--- config.mk ---
export PLATFORM = sky130hd
export DESIGN_NAME = riscvbyp_hazard_ctrl
export DESIGN_NICKNAME = d
export VERILOG_FILES = /design/src/rtl/riscvbyp_hazard_ctrl.sv
export SDC_FILE = /design/constraint.sdc
export NUM_CORES = 1
export LEC_CHECK = 0
export CORE_ASPECT_RATIO = 2
export CORE_UTILIZATION = 41
export CTS_CLUSTER_DIAMETER = 40
export DETAILED_ROUTE_END_ITERATION = 8
export GPL_TIMING_DRIVEN = 0
export PLACE_DENSITY = 0.74
export SLEW_MARGIN = 20
export SYNTH_ARGS = -nofsm -noshare
export SYNTH_HDL_FRONTEND = slang
export SYNTH_SLANG_ARGS = --single-unit
--- constraint.sdc ---
create_clock -name clk -period 2 [get_ports clk]
set_clock_uncertainty 0.05 [all_clocks]
set_input_delay 0.4 -clock clk [delete_from_list [all_inputs] [get_ports clk]]
set_output_delay 0.4 -clock clk [all_outputs]
set_load 0.005 [all_outputs]
--- src/rtl/riscvbyp_hazard_ctrl.sv ---
// rtl/riscvbyp_hazard_ctrl.sv - hazard/bypass/stall sequencer for the 5-stage bypass RISC-V pipeline
// Shadows X/M/W destination info; drives bypass selects, stalls, bubbles and the mul/div handshake.
module riscvbyp_hazard_ctrl #(
  parameter int NREGS = 32,
  parameter int RW    = $clog2(NREGS)
) (
  input  logic          clk,
  input  logic          reset,
  input  logic          inst_val_Dhl,
  input  logic          rs1_en_Dhl,
  input  logic [RW-1:0] rs1_Dhl,
  input  logic          rs2_en_Dhl,
  input  logic [RW-1:0] rs2_Dhl,
  input  logic          rf_wen_Dhl,
  input  logic [RW-1:0] rf_waddr_Dhl,
  input  logic          is_load_Dhl,
  input  logic          is_mem_Dhl,
  input  logic          is_muldiv_Dhl,
  input  logic          jump_Dhl,
  input  logic          brj_taken_Xhl,
  input  logic          dmemresp_val_Mhl,
  input  logic          muldivreq_rdy,
  input  logic          muldivresp_val,
  output logic [1:0]    rs1_byp_mux_sel_Dhl,
  output logic [1:0]    rs2_byp_mux_sel_Dhl,
  output logic          stall_Fhl,
  output logic          stall_Dhl,
  output logic          stall_Xhl,
  output logic          stall_Mhl,
  output logic          stall_Whl,
  output logic          muldivreq_val,
  output logic          muldivresp_rdy,
  output logic          rf_wen_Whl,
  output logic [RW-1:0] rf_waddr_Whl
);

  typedef enum logic {MD_IDLE = 1'b0, MD_BUSY = 1'b1} md_state_t;

  logic          r_val_X, r_wen_X, r_ld_X, r_mem_X, r_md_X;
  logic [RW-1:0] r_waddr_X;
  logic          r_val_M, r_wen_M, r_mem_M;
  logic [RW-1:0] r_waddr_M;
  logic          r_val_W, r_wen_W;
  logic [RW-1:0] r_waddr_W;
  md_state_t     r_md_state, w_md_next;

  // F squash on a D-resolved jump is applied by the datapath's own D-valid logic.
  logic w_unused;
  assign w_unused = jump_Dhl;

  // Gating valids with reset forces every output low during the reset cycle itself.
  logic w_val_X, w_val_M, w_val_W;
  assign w_val_X = r_val_X & ~reset;
  assign w_val_M = r_val_M & ~reset;
  assign w_val_W = r_val_W & ~reset;

  function automatic logic f_match(input logic en, input logic [RW-1:0] r,
                                   input logic v, input logic wen, input logic [RW-1:0] wa);
    return en && (r != '0) && v && wen && (wa == r);
  endfunction

  logic w_m1_X, w_m1_M, w_m1_W, w_m2_X, w_m2_M, w_m2_W;
  assign w_m1_X = f_match(rs1_en_Dhl, rs1_Dhl, w_val_X, r_wen_X, r_waddr_X);
  assign w_m1_M = f_match(rs1_en_Dhl, rs1_Dhl, w_val_M, r_wen_M, r_waddr_M);
  assign w_m1_W = f_match(rs1_en_Dhl, rs1_Dhl, w_val_W, r_wen_W, r_waddr_W);
  assign w_m2_X = f_match(rs2_en_Dhl, rs2_Dhl, w_val_X, r_wen_X, r_waddr_X);
  assign w_m2_M = f_match(rs2_en_Dhl, rs2_Dhl, w_val_M, r_wen_M, r_waddr_M);
  assign w_m2_W = f_match(rs2_en_Dhl, rs2_Dhl, w_val_W, r_wen_W, r_waddr_W);

  always_comb begin
    rs1_byp_mux_sel_Dhl = 2'd0;
    if (w_m1_X)      rs1_byp_mux_sel_Dhl = 2'd1;
    else if (w_m1_M) rs1_byp_mux_sel_Dhl = 2'd2;
    else if (w_m1_W) rs1_byp_mux_sel_Dhl = 2'd3;
    rs2_byp_mux_sel_Dhl = 2'd0;
    if (w_m2_X)      rs2_byp_mux_sel_Dhl = 2'd1;
    else if (w_m2_M) rs2_byp_mux_sel_Dhl = 2'd2;
    else if (w_m2_W) rs2_byp_mux_sel_Dhl = 2'd3;
  end

  logic w_load_use, w_mem_wait_M, w_md_busy, w_md_wait_X;
  assign w_load_use   = w_val_X & r_ld_X & (w_m1_X | w_m2_X);
  assign w_mem_wait_M = w_val_M & r_mem_M & ~dmemresp_val_Mhl;
  assign w_md_busy    = (r_md_state == MD_BUSY) & ~reset;
  assign w_md_wait_X  = w_val_X & r_md_X & ~(w_md_busy & muldivresp_val);

  assign stall_Whl = 1'b0;
  assign stall_Mhl = w_mem_wait_M;
  assign stall_Xhl = stall_Mhl | w_md_wait_X;
  assign stall_Dhl = stall_Xhl | (inst_val_Dhl & w_load_use);
  assign stall_Fhl = stall_Dhl;

  always_ff @(posedge clk) begin
    if (reset) r_md_state <= MD_IDLE;
    else       r_md_state <= w_md_next;
  end

  always_comb begin
    w_md_next = r_md_state;
    case (r_md_state)
      MD_IDLE: if (w_val_X & r_md_X & muldivreq_rdy) w_md_next = MD_BUSY;
      MD_BUSY: if (muldivresp_val & ~stall_Mhl)     w_md_next = MD_IDLE;
      default: w_md_next = MD_IDLE;
    endcase
  end

  always_comb begin
    muldivreq_val  = 1'b0;
    muldivresp_rdy = 1'b0;
    case (r_md_state)
      MD_IDLE: muldivreq_val  = w_val_X & r_md_X;
      MD_BUSY: muldivresp_rdy = ~stall_Mhl & ~reset;
      default: ;
    endcase
  end

  // A taken branch is only acted on when X can advance; it turns the D instruction into a bubble.
  always_ff @(posedge clk) begin
    if (reset) begin
      r_val_X <= 1'b0; r_wen_X <= 1'b0; r_ld_X <= 1'b0; r_mem_X <= 1'b0; r_md_X <= 1'b0;
      r_waddr_X <= '0;
      r_val_M <= 1'b0; r_wen_M <= 1'b0; r_mem_M <= 1'b0; r_waddr_M <= '0;
      r_val_W <= 1'b0; r_wen_W <= 1'b0; r_waddr_W <= '0;
    end else begin
      if (!stall_Xhl) begin
        r_val_X   <= inst_val_Dhl & ~stall_Dhl & ~brj_taken_Xhl;
        r_wen_X   <= rf_wen_Dhl;
        r_waddr_X <= rf_waddr_Dhl;
        r_ld_X    <= is_load_Dhl;
        r_mem_X   <= is_mem_Dhl;
        r_md_X    <= is_muldiv_Dhl;
      end
      if (!stall_Mhl) begin
        r_val_M   <= r_val_X & ~stall_Xhl;
        r_wen_M   <= r_wen_X;
        r_waddr_M <= r_waddr_X;
        r_mem_M   <= r_mem_X;
      end
      r_val_W   <= r_val_M & ~stall_Mhl;
      r_wen_W   <= r_wen_M;
      r_waddr_W <= r_waddr_M;
    end
  end

  assign rf_wen_Whl   = w_val_W & r_wen_W;
  assign rf_waddr_Whl = reset ? '0 : r_waddr_W;

endmodule

==> out/metrics.yaml <==
drc: 5
h-tree-depth: 1
dp_hpwl_mm: 2.92
die-area_um2: 3730
synth_compound_area_share_pct: 6.58
cts_buffers: 3
io_pins: 46
final_layout_size_suffix_gt1_share_pct: 37.2
finalWorstSetupSlack_ns: -0.299
tritoncts: "done"
firstDrtPassIters: 6
syn_area_um2: 1430
yosys_warnings: 0
status: "finished, violations left"
clk_latency_ns: 0.27
yosys.area_share.simple_pct: 29.1
route.vias.total: 1439
drv_cap: 0
hp-start: "r_wen_M"
power_density_nw_per_um2: 523
reg_top3: "r_waddr_M x5, r_waddr_W x5, r_waddr_X x5"
startpoint_type: "flop"
final_nets: 264
syn2layout_area_growth_pct: 62.9
whs_ns: 0.449
diodes: 0
nFillCells: 270
violations: "DRC, setup timing"
cp-startpoint: "r_waddr_X[1]"
yosysSeqAreaShare_pct: 36.5
final_common_cell: "buf_4"
leakage_uw: 0.00110
ant_nets: 0
max-vdd-ir-drop_uv: 602
endpoint_kind: "output pin"
cp_slowest_cell: "or4_4"
final_max_slew_viol_count: 0
ys_top_cells_by_area: "dfxtp_1, xnor2_1, xor2_1"
synth-main-ff-cell: "dfxtp_1"
grt_max_degree: 16
grt_pass1_vias: 1440
fmaxAchievable_ghz: 0.435
worstPathArrival_ns: 1.85
coreArea_um2: 3340
synth_top_cell_area_share_pct: 36.5
track_usage_pct: 24.7
hold_class: "reg2reg"
fin_crit_sh_pct: 115
critPathMaxStageDelay_ns: 0.56
cts.path.max_buffers: 2
synthMuxAreaShare_pct: 5.61
placed_area_um2: 1890
r2r_start: "r_waddr_X[1]"
avgSynthCellArea_um2: 8.75
critPathRequiredTime_ns: 1.55
synthAdderAreaFrac_pct: 0
initial_core_util_pct: 42.7
gp_congestion: 0.907
place_ws_ns: -1.12
tns_ns: -1.31
numPortBuffers: 42
initialDrtViolationCount: 31
critPathMaxFanout: 2
fin_area_um2: 2320
die_w_um: 43.7
path_buf_inv: 2
synth-edff-count: 0
grt_antenna_before_repair: 0
synth_xor_area_share_pct: 18.4
wl_mm: 4.40
drt-wirelength-per-cell_um: 16.6
period_needed_ns: 2.30
die_h_um: 85.4
cts_root_buffer: "clkbuf_8"
synthCells: 163
synth_seq_cells: 26
cpLargestDelayFamily: "simple AND/OR/NAND/NOR gates"
synth_top_family_by_area: "simple AND/OR/NAND/NOR gates"
layout_common_cells: "buf_4, clkdlybuf4s50_1, dfxtp_1, nand2_1, nor2_1"
syn_nets: 192
rows: 30
final_util_pct: 69.6
crit_type: "reg2out"
rsz0062_at_grt: "true"
clk_pin_slew_ns: 0.09
final_hold_viol_count: 0
async_flop_share_pct: 0
cts_sinks: 26
overflow: 0
seqCellArea_um2: 551
crit_chain: "xnor2_2, nand4_1, or4_4, a21o_1, nand2_2, buf_4, buf_6"
multiInputGateArea_um2: 1010
synthDistinctLibCells: 37
setup_viol: 6
viasPerCell: 5.41
synth.largest_area_cell: "dfxtp_1"
grt_pass1_wl_mm: 6.74
cells in the mapped netlist (2+ instances only):
| library cell | n |
|---|---|
| dfxtp_1 | 26 |
| nand2_1 | 18 |
| xnor2_1 | 18 |
| nor2b_1 | 15 |
| nor2_1 | 14 |
| xor2_1 | 12 |
| mux2i_1 | 8 |
| a21oi_1 | 6 |
| nand4_1 | 6 |
| buf_4 | 3 |
| clkbuf_1 | 3 |
| nor4_1 | 3 |
| and3b_1 | 2 |
| inv_2 | 2 |
| nand2b_1 | 2 |
| nor4b_1 | 2 |
| o21a_1 | 2 |
| or4_1 | 2 |
where the power goes:
group | internal [uW] | total [uW] | switching [uW] | leakage (uW)
registers | 533 | 557 | 24.2 | 0.000219
clock network | 268 | 432 | 164 | 0.0000357
logic | 131 | 227 | 95.8 | 0.000845
per-layer routing:
metal | wire, um | track usage, % | up-vias | part of all wire, %
li1 | - | - | 692 | -
met1 | 1480 | 23.2 | 686 | 34
met2 | 2550 | 47.8 | 46 | 58
met3 | 157 | 3.19 | 15 | 3.6
met4 | 216 | 13.1 | 0 | 4.9
met5 | 0 | 0 | - | 0
kinds of logic after synthesis:
family | Yosys count
and+or+nand+nor | 73
xor gates and xnor gates | 30
DFF | 26
AOI/OAI and AO/OA | 15
buffers and inverters | 10
muxes | 8
other | 1
stage by stage:
step	cells	power, uW
finish	266	1220
global route	266	1260
detailed placement	237	747
global placement	237	741
floorplan	163	653
CTS	259	1190
area by class of cell:
class                           count  area share [%]
Multi-Input combinational cell    127            43.6
Timing Repair Buffer               67            25.2
Sequential cell                    26            23.7
Buffer                              7            1.99
Clock buffer                        3            1.78
Tap cell                           32            1.72
Clock inverter                      1            1.29
Inverter                            3           0.700
timing repair:
item	4_1_cts	5_1_grt
buffers inserted	18	7
hold buffers	0	0
endpoints found under the setup margin	13	10
gates resized for setup	114	26
pin swaps	20	16
cloned	0	0
path summary, 6_finish.rpt:
check	to	slack [ns]	cells past startpoint
setup / recovery	stall_Fhl	-0.30	7
hold / removal	r_wen_W	0.45	1
setup reg to reg	r_val_X	0.21	6
hold reg to reg	r_wen_W	0.45	1
Note: power is estimated with default switching activity, not from simulation.
